<file path="src/rtl/rga_pkg.sv">
// Shared constants for the Denise RGA bus decoder: register addresses (rga[8:1]),
// strobe group indices, read-source encodings and sequencer states.
package rga_pkg;

   localparam logic [7:0] RGA_IDLE     = 8'hFF;
   localparam logic [7:0] RGA_JOY0DAT  = 8'h05;
   localparam logic [7:0] RGA_JOY1DAT  = 8'h06;
   localparam logic [7:0] RGA_CLXDAT   = 8'h07;
   localparam logic [7:0] RGA_DENISEID = 8'h3E;
   localparam logic [7:0] RGA_DIWSTRT  = 8'h47;
   localparam logic [7:0] RGA_DIWSTOP  = 8'h48;
   localparam logic [7:0] RGA_CLXCON   = 8'h4C;
   localparam logic [7:0] RGA_BPLCON4  = 8'h86;
   localparam logic [7:0] RGA_CLXCON2  = 8'h87;

   localparam int GRP_W      = 10;
   localparam int GRP_BPLCON = 0;
   localparam int GRP_BPLDAT = 1;
   localparam int GRP_SPRPOS = 2;
   localparam int GRP_SPRCTL = 3;
   localparam int GRP_SPRDTA = 4;
   localparam int GRP_SPRDTB = 5;
   localparam int GRP_COLOR  = 6;
   localparam int GRP_CLXCON = 7;
   localparam int GRP_DIW    = 8;
   localparam int GRP_READ   = 9;

   typedef enum logic [1:0] {
      RD_CLXDAT   = 2'd0,
      RD_JOY0DAT  = 2'd1,
      RD_JOY1DAT  = 2'd2,
      RD_DENISEID = 2'd3
   } rd_sel_e;

   typedef enum logic {
      SEQ_IDLE  = 1'b0,
      SEQ_DRIVE = 1'b1
   } seq_state_e;

endpackage

</file>
<file path="src/rtl/rga_read_seq.sv">
// Read-path sequencer: holds drive_en from a decoded read until the next cck_en,
// and pulses clx_clear when a finished (or superseded) read was CLXDAT.
module rga_read_seq
   import rga_pkg::*;
(
   input  logic    clk,
   input  logic    reset,
   input  logic    cck_en_i,
   input  logic    rd_start_i,
   input  rd_sel_e rd_sel_i,
   output logic    drive_en_o,
   output logic    clx_clear_o
);

   seq_state_e state_q, state_d;
   logic       clx_pend_q, clx_pend_d;
   logic       clx_clear_q, clx_clear_d;
   logic       finish_s;

   // Next-state: a new read always (re)enters DRIVE; a restart still retires the pending clear.
   always_comb begin
      state_d     = state_q;
      clx_pend_d  = clx_pend_q;
      clx_clear_d = 1'b0;
      finish_s    = (state_q == SEQ_DRIVE) && (cck_en_i || rd_start_i);
      if (finish_s) begin
         clx_clear_d = clx_pend_q;
      end else begin
         clx_clear_d = 1'b0;
      end
      if (rd_start_i) begin
         state_d    = SEQ_DRIVE;
         clx_pend_d = (rd_sel_i == RD_CLXDAT);
      end else if (finish_s) begin
         state_d    = SEQ_IDLE;
         clx_pend_d = 1'b0;
      end else begin
         state_d    = state_q;
         clx_pend_d = clx_pend_q;
      end
   end

   // Sequencer state register; reset abandons a pending clear.
   always_ff @(posedge clk or posedge reset) begin
      if (reset) begin
         state_q     <= SEQ_IDLE;
         clx_pend_q  <= 1'b0;
         clx_clear_q <= 1'b0;
      end else begin
         state_q     <= state_d;
         clx_pend_q  <= clx_pend_d;
         clx_clear_q <= clx_clear_d;
      end
   end

   assign drive_en_o  = (state_q == SEQ_DRIVE);
   assign clx_clear_o = clx_clear_q;

endmodule

</file>
<file path="src/rtl/rga_bus_decoder.sv">
// Registered RGA bus decoder: stage 1 captures rga/data on cck_en, stage 2 decodes
// into one-hot group strobes with channel index, held data and read sequencing.
module rga_bus_decoder
   import rga_pkg::*;
#(
   parameter int NUM_SPR = 8,
   parameter int NUM_BPL = 6,
   parameter bit AGA_EN  = 1'b0
) (
   input  logic              clk,
   input  logic              reset,
   input  logic              cck_en,
   input  logic [7:0]        rga,
   input  logic [15:0]       data_in,
   output logic [GRP_W-1:0]  grp_strb,
   output logic [4:0]        chan,
   output logic [15:0]       wdata,
   output logic [1:0]        rd_sel,
   output logic              drive_en,
   output logic              clx_clear,
   output logic [7:0]        unmapped_cnt
);

   localparam int BPL_MAX = AGA_EN ? 8 : 6;
   localparam int BPL_LIM = (NUM_BPL < BPL_MAX) ? NUM_BPL : BPL_MAX;

   logic [7:0]       addr_q;
   logic [15:0]      data_q;
   logic             hit_s, unmapped_s, rd_start_s;
   logic [3:0]       grp_s;
   logic [4:0]       chan_s;
   rd_sel_e          rd_s;
   logic [GRP_W-1:0] grp_strb_q, grp_strb_d;
   logic [4:0]       chan_q, chan_d;
   logic [15:0]      wdata_q, wdata_d;
   logic [1:0]       rd_sel_q, rd_sel_d;
   logic [7:0]       cnt_q, cnt_d;

   // Stage 1: without a cck_en the address falls back to idle so each access decodes once.
   always_ff @(posedge clk or posedge reset) begin
      if (reset) begin
         addr_q <= RGA_IDLE;
         data_q <= 16'h0000;
      end else if (cck_en) begin
         addr_q <= rga;
         data_q <= data_in;
      end else begin
         addr_q <= RGA_IDLE;
         data_q <= data_q;
      end
   end

   // Address classification; disabled channels and AGA-only registers drop out as misses.
   always_comb begin
      hit_s  = 1'b1;
      grp_s  = 4'(GRP_BPLCON);
      chan_s = 5'd0;
      rd_s   = RD_CLXDAT;
      if (addr_q == RGA_IDLE) begin
         hit_s = 1'b0;
      end else if (addr_q[7:2] == 6'b100000) begin
         chan_s = {3'd0, addr_q[1:0]};
      end else if (AGA_EN && (addr_q == RGA_BPLCON4)) begin
         chan_s = 5'd4;
      end else if (addr_q[7:3] == 5'b10001) begin
         grp_s  = 4'(GRP_BPLDAT);
         chan_s = {2'd0, addr_q[2:0]};
         hit_s  = (int'(addr_q[2:0]) < BPL_LIM);
      end else if (addr_q[7:5] == 3'b101) begin
         grp_s  = 4'(GRP_SPRPOS) + {2'd0, addr_q[1:0]};
         chan_s = {2'd0, addr_q[4:2]};
         hit_s  = (int'(addr_q[4:2]) < NUM_SPR);
      end else if (addr_q[7:5] == 3'b110) begin
         grp_s  = 4'(GRP_COLOR);
         chan_s = addr_q[4:0];
      end else if (addr_q == RGA_CLXCON) begin
         grp_s  = 4'(GRP_CLXCON);
      end else if (AGA_EN && (addr_q == RGA_CLXCON2)) begin
         grp_s  = 4'(GRP_CLXCON);
         chan_s = 5'd1;
      end else if (addr_q == RGA_DIWSTRT) begin
         grp_s  = 4'(GRP_DIW);
      end else if (addr_q == RGA_DIWSTOP) begin
         grp_s  = 4'(GRP_DIW);
         chan_s = 5'd1;
      end else begin
         grp_s = 4'(GRP_READ);
         case (addr_q)
            RGA_CLXDAT:   rd_s = RD_CLXDAT;
            RGA_JOY0DAT:  rd_s = RD_JOY0DAT;
            RGA_JOY1DAT:  rd_s = RD_JOY1DAT;
            RGA_DENISEID: rd_s = RD_DENISEID;
            default:      hit_s = 1'b0;
         endcase
      end
   end

   assign unmapped_s = !hit_s && (addr_q != RGA_IDLE);
   assign rd_start_s = hit_s && (grp_s == 4'(GRP_READ));

   // Stage-2 next values: chan/wdata/rd_sel only move on a strobe, counter saturates.
   always_comb begin
      grp_strb_d = hit_s ? (10'd1 << grp_s) : 10'd0;
      chan_d     = hit_s ? chan_s : chan_q;
      wdata_d    = hit_s ? data_q : wdata_q;
      rd_sel_d   = rd_start_s ? rd_s : rd_sel_q;
      if (unmapped_s && (cnt_q != 8'hFF)) begin
         cnt_d = cnt_q + 8'd1;
      end else begin
         cnt_d = cnt_q;
      end
   end

   // Stage-2 output registers.
   always_ff @(posedge clk or posedge reset) begin
      if (reset) begin
         grp_strb_q <= 10'd0;
         chan_q     <= 5'd0;
         wdata_q    <= 16'h0000;
         rd_sel_q   <= 2'd0;
         cnt_q      <= 8'd0;
      end else begin
         grp_strb_q <= grp_strb_d;
         chan_q     <= chan_d;
         wdata_q    <= wdata_d;
         rd_sel_q   <= rd_sel_d;
         cnt_q      <= cnt_d;
      end
   end

   rga_read_seq u_read_seq (
      .clk         (clk),
      .reset       (reset),
      .cck_en_i    (cck_en),
      .rd_start_i  (rd_start_s),
      .rd_sel_i    (rd_s),
      .drive_en_o  (drive_en),
      .clx_clear_o (clx_clear)
   );

   assign grp_strb     = grp_strb_q;
   assign chan         = chan_q;
   assign wdata        = wdata_q;
   assign rd_sel       = rd_sel_q;
   assign unmapped_cnt = cnt_q;

endmodule
</file>
<file path="config.mk">
export PLATFORM = sky130hd
export DESIGN_NAME = rga_bus_decoder
export DESIGN_NICKNAME = d
export VERILOG_FILES = /design/src/rtl/rga_pkg.sv /design/src/rtl/rga_read_seq.sv /design/src/rtl/rga_bus_decoder.sv
export SDC_FILE = /design/constraint.sdc
export NUM_CORES = 1
export LEC_CHECK = 0
export ABC_AREA = 1
export CORE_ASPECT_RATIO = 0.7
export CORE_MARGIN = 1.5
export CORE_UTILIZATION = 59
export DETAILED_ROUTE_END_ITERATION = 10
export DONT_BUFFER_PORTS = 1
export PLACE_DENSITY = 0.75
export SYNTH_ARGS = -nofsm -noshare
export SYNTH_HDL_FRONTEND = slang
export SYNTH_SLANG_ARGS = --single-unit
</file>
<file path="constraint.sdc">
create_clock -name clk -period 5.65 [get_ports clk]
set_input_delay 1.13 -clock clk [delete_from_list [all_inputs] [get_ports clk]]
set_output_delay 1.13 -clock clk [all_outputs]
set_load 0.05 [all_outputs]
</file>
# Word level (Yosys, flattened, before mapping)

Index checks and enable logic that the tools add are counted.

Add/subtract/negate cells: 2
Magnitude comparators: 1
Equality and inequality tests: 15
Shift operators: 1
Multiplexer cells: 40
Reductions and logical operators: 9

Operator list:

| cell                 | count |
|---|---|
| $mux 5               | 5 |
| $eq 8x3->1 const B   | 3 |
| $eq 8x7->1 const B   | 3 |
| $mux 4               | 6 |
| $mux 1               | 18 |
| $mux 2               | 8 |
| $ne 8x8->1 const B   | 2 |
| $mux 10              | 1 |
| $shl 1x4->10 const A | 1 |
| $add 8x1->8 const B  | 1 |
| $eq 8x6->1 const B   | 1 |
| $eq 8x8->1 const B   | 1 |
| $mux 8               | 1 |
| $eq 3x3->1 const B   | 2 |
| $eq 6x6->1 const B   | 1 |
| $pmux 2 s3           | 1 |
| $eq 5x5->1 const B   | 1 |
| $eq 4x4->1 const B   | 1 |
| $logic_and 1x1->1    | 4 |
| $reduce_or 4->1      | 1 |
| $add 2x2->3 const A  | 1 |
| $lt 3x3->1 const B   | 1 |
| $logic_not 2->1      | 1 |
| $reduce_bool 2->1    | 1 |
| other kinds (2)      | 2 |

Register bits: 68
Bits of input ports: 27
Output and inout bits: 43

# Logic depth before layout (Yosys ltp)

Depth in word-level cells: 16
Depth in mapped cells: 12
Mapped depth without buffers: 11

# By module

From an unflattened synthesis, not the netlist that was laid out.

Cells, all modules: 323
Area, all modules: 2977.9 um^2

By module, submodules not included:

| module          | times used | cells each | area an instance (um^2) | seq. area each (um^2) |
|---|---|---|---|---|
| rga_bus_decoder | 1          | 308        | 2851.5                  | 1636.6 |
| rga_read_seq    | 1          | 15         | 126.4                   | 75.1 |

# Worst setup path before layout

No wires, ideal clock.

Path type: input-to-reg
Start: input port cck_en
End: register data_q[0]
Data arrival time: 2.097 ns
Data required time: 5.525 ns
Path slack: 3.428 ns
Stages: 3
Path buffers: 2
Cells stage by stage: clkbuf_1 -> buf_1 -> mux2_2

RTL lines:

| what                 | line                  | source |
|---|---|---|
| from (decl)          | rga_bus_decoder.sv:12 | `input logic cck_en,` |
| to (signal assigned) | rga_bus_decoder.sv:46 | `data_q <= data_in;` |
| to (signal assigned) | rga_bus_decoder.sv:49 | `data_q <= data_q;` |
| to (decl)            | rga_bus_decoder.sv:28 | `logic [15:0] data_q;` |

No word-level cell between the ends.

# Worst setup path after layout

Start: register addr_q[3]
End: register wdata_q[12] (netlist: wdata[12])

Word-level cells in the longest chain between the ends: 11

RTL lines:

| what                                     | line                   | source |
|---|---|---|
| from (decl)                              | rga_bus_decoder.sv:27  | `logic [7:0] addr_q;` |
| from (signal assigned)                   | rga_bus_decoder.sv:45  | `addr_q <= rga;` |
| $eq 8x6->1 or $eq 8x3->1 (tied branches) | rga_bus_decoder.sv:88  | `case (addr_q)` |
| $reduce_or 4->1 (no line)                | n/a                    |  |
| $mux 1                                   | rga_bus_decoder.sv:88  |  |
| $mux 1                                   | rga_bus_decoder.sv:83  | `end else if (addr_q == RGA_DIWSTOP) begin` |
| $mux 1                                   | rga_bus_decoder.sv:81  | `end else if (addr_q == RGA_DIWSTRT) begin` |
| $mux 1                                   | rga_bus_decoder.sv:76  | `end else if (addr_q == RGA_CLXCON) begin` |
| $mux 1                                   | rga_bus_decoder.sv:73  | `end else if (addr_q[7:5] == 3'b110) begin` |
| $mux 1                                   | rga_bus_decoder.sv:69  | `end else if (addr_q[7:5] == 3'b101) begin` |
| $mux 1                                   | rga_bus_decoder.sv:65  | `end else if (addr_q[7:3] == 5'b10001) begin` |
| $mux 1                                   | rga_bus_decoder.sv:61  | `end else if (addr_q[7:2] == 6'b100000) begin` |
| $mux 1 (*)                               | rga_bus_decoder.sv:59  | `if (addr_q == RGA_IDLE) begin` |
| to (signal assigned)                     | rga_bus_decoder.sv:125 | `wdata_q <= wdata_d;` |
| to (decl)                                | rga_bus_decoder.sv:35  | `logic [15:0] wdata_q, wdata_d;` |

Every way passes the cells marked *; elsewhere a longest branch is shown, timed or not.
A chain may end at the register's enable or synchronous reset.

==> metrics <==
status=complete, no violations; Remaining Overflow, GRT=0; postcts setup bufs=0; syn_area_per_cell=9.237 um^2; core area=4782 um^2; Worst Tran Pin Value=0.8114 ns; FFs w/ async S/R, synth=1.000; EDFF count, synth=0; Worst EP required=5.88 ns; Max Slew Vio Count=0; crit path capture type=register; Crit. Startpoint=addr_q[3]$_DFF_PP1_; routed wire length=5.569 mm; Sw Share=0.3698; leakage power=1.684 nW; RSZ-0062 raised after global routing=no; Cells after Synth=319; met2 Use GR=0.3202; port buffer count=0; fillcell total=424; final worst-path cycle share=0.3971; row count=21; P_sw=0.5019 mW; yosys warns=0; Synth Net Count=347; largest net degree at the start of global routing=69; GR Util All Layers=0.2354; DRC=0; Int Pwr=0.8551 mW; Power per Cell Area=425.0 nW/um^2; HPWL reported at the end of detailed placement=3.852 mm; top cells by count, synth=106 x nand2_1, 60 x dfrtp_1, 35 x nand3_1; die area=5434 um^2; Synth-to-Final Area Change=8.365%; hold crit path type=register to register; post-cts gate resize count=0; Final nets=350; Synth area leader=dfrtp_1; Die Width=87.47 um; Starting DRT DRC Count=150; layout cells sized above 1=0.1564; total power=1.357 mW; post-route ant nets=0; maximum clock path buffer count=2; sequential-to-total area share from yosys stat=0.5809; setup TNS=0 ns; combinational group share of total power=0.104; Sink Count=68; CTS tree=yes; Max Cap Viol=0; global-route wire length before repair=9.729 mm; critical path class=register to register; worst reg-to-reg setup slack=3.41 ns; Synth top area share=0.5096; post-route minimum period=2.244 ns; Die Y=62.13 um; Mapped Area=2947 um^2; Final Hold Viols=0; met1 usage=0.3211; clock-pin slew on the worst setup and hold paths=0.07 ns; hold buffer count at CTS=0; final setup vio count=0; Vias/cell=5.276; synthesized flop and latch total=68; final worst clock skew=0.006945 ns; GR Util met3=0.1237; io pins=70; Wirelength per Cell=14.10 um; antenna violations before repair=0; antenna diode count=0; gpl congestion=0.9023; Min-Delay Startpoint=data_q[0]$_DFFE_PP0P_; top-count cell post-synth=nand2_1; Peak VDD IR=0.2590 mV; Synth cell types=29; Clk Tree Root Cell=clkbuf_8; highest clock rate=445.7 MHz; part of the power in the clock network=0.307; Starting Density=0.6162; main flop type after synthesis=dfrtp_1; vias in the first global route=2004; crit path DAT=2.47 ns; Vias=2084; clk_lat worst skew=0.35 ns; total CTS buffers=9; synth top area cells=dfrtp_1 51%, nand2_1 14%, dfstp_2 7.1%, mux2_2 6.1%, nand3_1 5.9%; Worst Path Max Fanout=32; depth of the CTS H-tree=3; busiest metal layer after global routing=met1; Slew Limit Headroom=0.4590; startpoint types=register; Reg-to-Reg Start=addr_q[3]$_DFF_PP1_; drt pass-1 iters=4; Sequential Power Share=0.588
## power by group through the flow
stage          clock network, mW  logic [mW]  registers, mW
6_report                   0.417       0.141          0.798
4_1_cts                    0.425       0.143          0.800
3_3_place_gp                   0       0.136          0.807
5_1_grt                    0.445       0.167          0.809
2_1_floorplan                  0       0.125          0.788
3_5_place_dp                   0       0.142          0.809
## final cells by class
cell class | instances | area (um^2) | share of cell area
Tap cell | 69 | 86.33 | 0.02704
Sequential cell | 68 | 1712 | 0.5361
Clock buffer | 10 | 127.6 | 0.03997
Clock inverter | 5 | 77.57 | 0.02429
Inverter | 31 | 116.4 | 0.03644
Multi-Input combinational cell | 211 | 1066 | 0.3339
Timing Repair Buffer | 1 | 7.507 | 0.002351
## path summary, 6_finish.rpt
check                                         to  cells past startpoint
max reg2reg                wdata[12]$_DFFE_PP0P_                     11
max in group asynchronous  data_q[9]$_DFFE_PP0P_                      2
min reg2reg                 wdata[0]$_DFFE_PP0P_                      2
min                         wdata[0]$_DFFE_PP0P_                      2
min in group asynchronous  data_q[3]$_DFFE_PP0P_                      2
max                        wdata[12]$_DFFE_PP0P_                     11
## sequential cells by signal, indices dropped and copies added, names as in the netlist
register,cells
data_q,16
chan,5
wdata,16
addr_q,8
grp_strb,10
u_read_seq.drive_en_o,1
u_read_seq.clx_clear_o,1
u_read_seq.clx_pend_q,1
unmapped_cnt,8
rd_sel,2
## metal layers
metal	routed length (um)	part of all wire	vias up
met5	0	0	-
met4	76	0.014	0
met3	489	0.088	8
met2	2441	0.44	66
met1	2562	0.46	984
li1	-	-	1026
## critical path, stage by stage (launching register included)
cell	delay (ns)
dfstp_2	0.58
inv_2	0.06
nand2_1	0.14
nor2_1	0.08
nand2_1	0.07
nand2_1	0.08
nor2_1	0.10
nand2_1	0.09
nand2_2	0.46
nand2_4	0.25
nand2_1	0.12
nand2_1	0.06
## logic make-up after synthesis
logic type / after synthesis / synth area share
flip-flops: 68 / 0.5809
AO/OA/AOI/OAI: 14 / 0.02803
buffers and inverters: 40 / 0.05732
adder cells (fa/ha/maj): 1 / 0.004246
multiplexers: 16 / 0.06115
AND/OR/NAND/NOR: 175 / 0.2535
XOR/XNOR: 5 / 0.01486
## through the flow
step                instances  setup slack (ns)  utilization  cell area, um^2  hold WS [ns]
CTS                       395             3.407       0.6677             3193        0.4734
finish                    395             3.406       0.6677             3193        0.4668
detailed placement        380             3.418       0.6248             2988        0.4577
floorplan                 319             2.822            -             2947        0.4380
global route              395             3.155       0.6677             3193        0.4933
global placement          380             3.480       0.6248             2988        0.4485
## cells in the final DEF, fill, tap and decap left out, drive strengths merged
cell	count
mux2	16
o21bai	1
ha	1
nand3	36
and3b	1
dfstp	8
clkinvlp	1
xor2	4
o21ai	7
clkinv	2
nor3b	1
bufinv	2
o211ai	1
nor3	6
xnor2	1
nand4	1
nand2	109
clkbuf	10
nor2	21
a21oi	2
o22ai	3
buf	1
dfrtp	60
inv	31
Power figures use the tool's default switching activity.
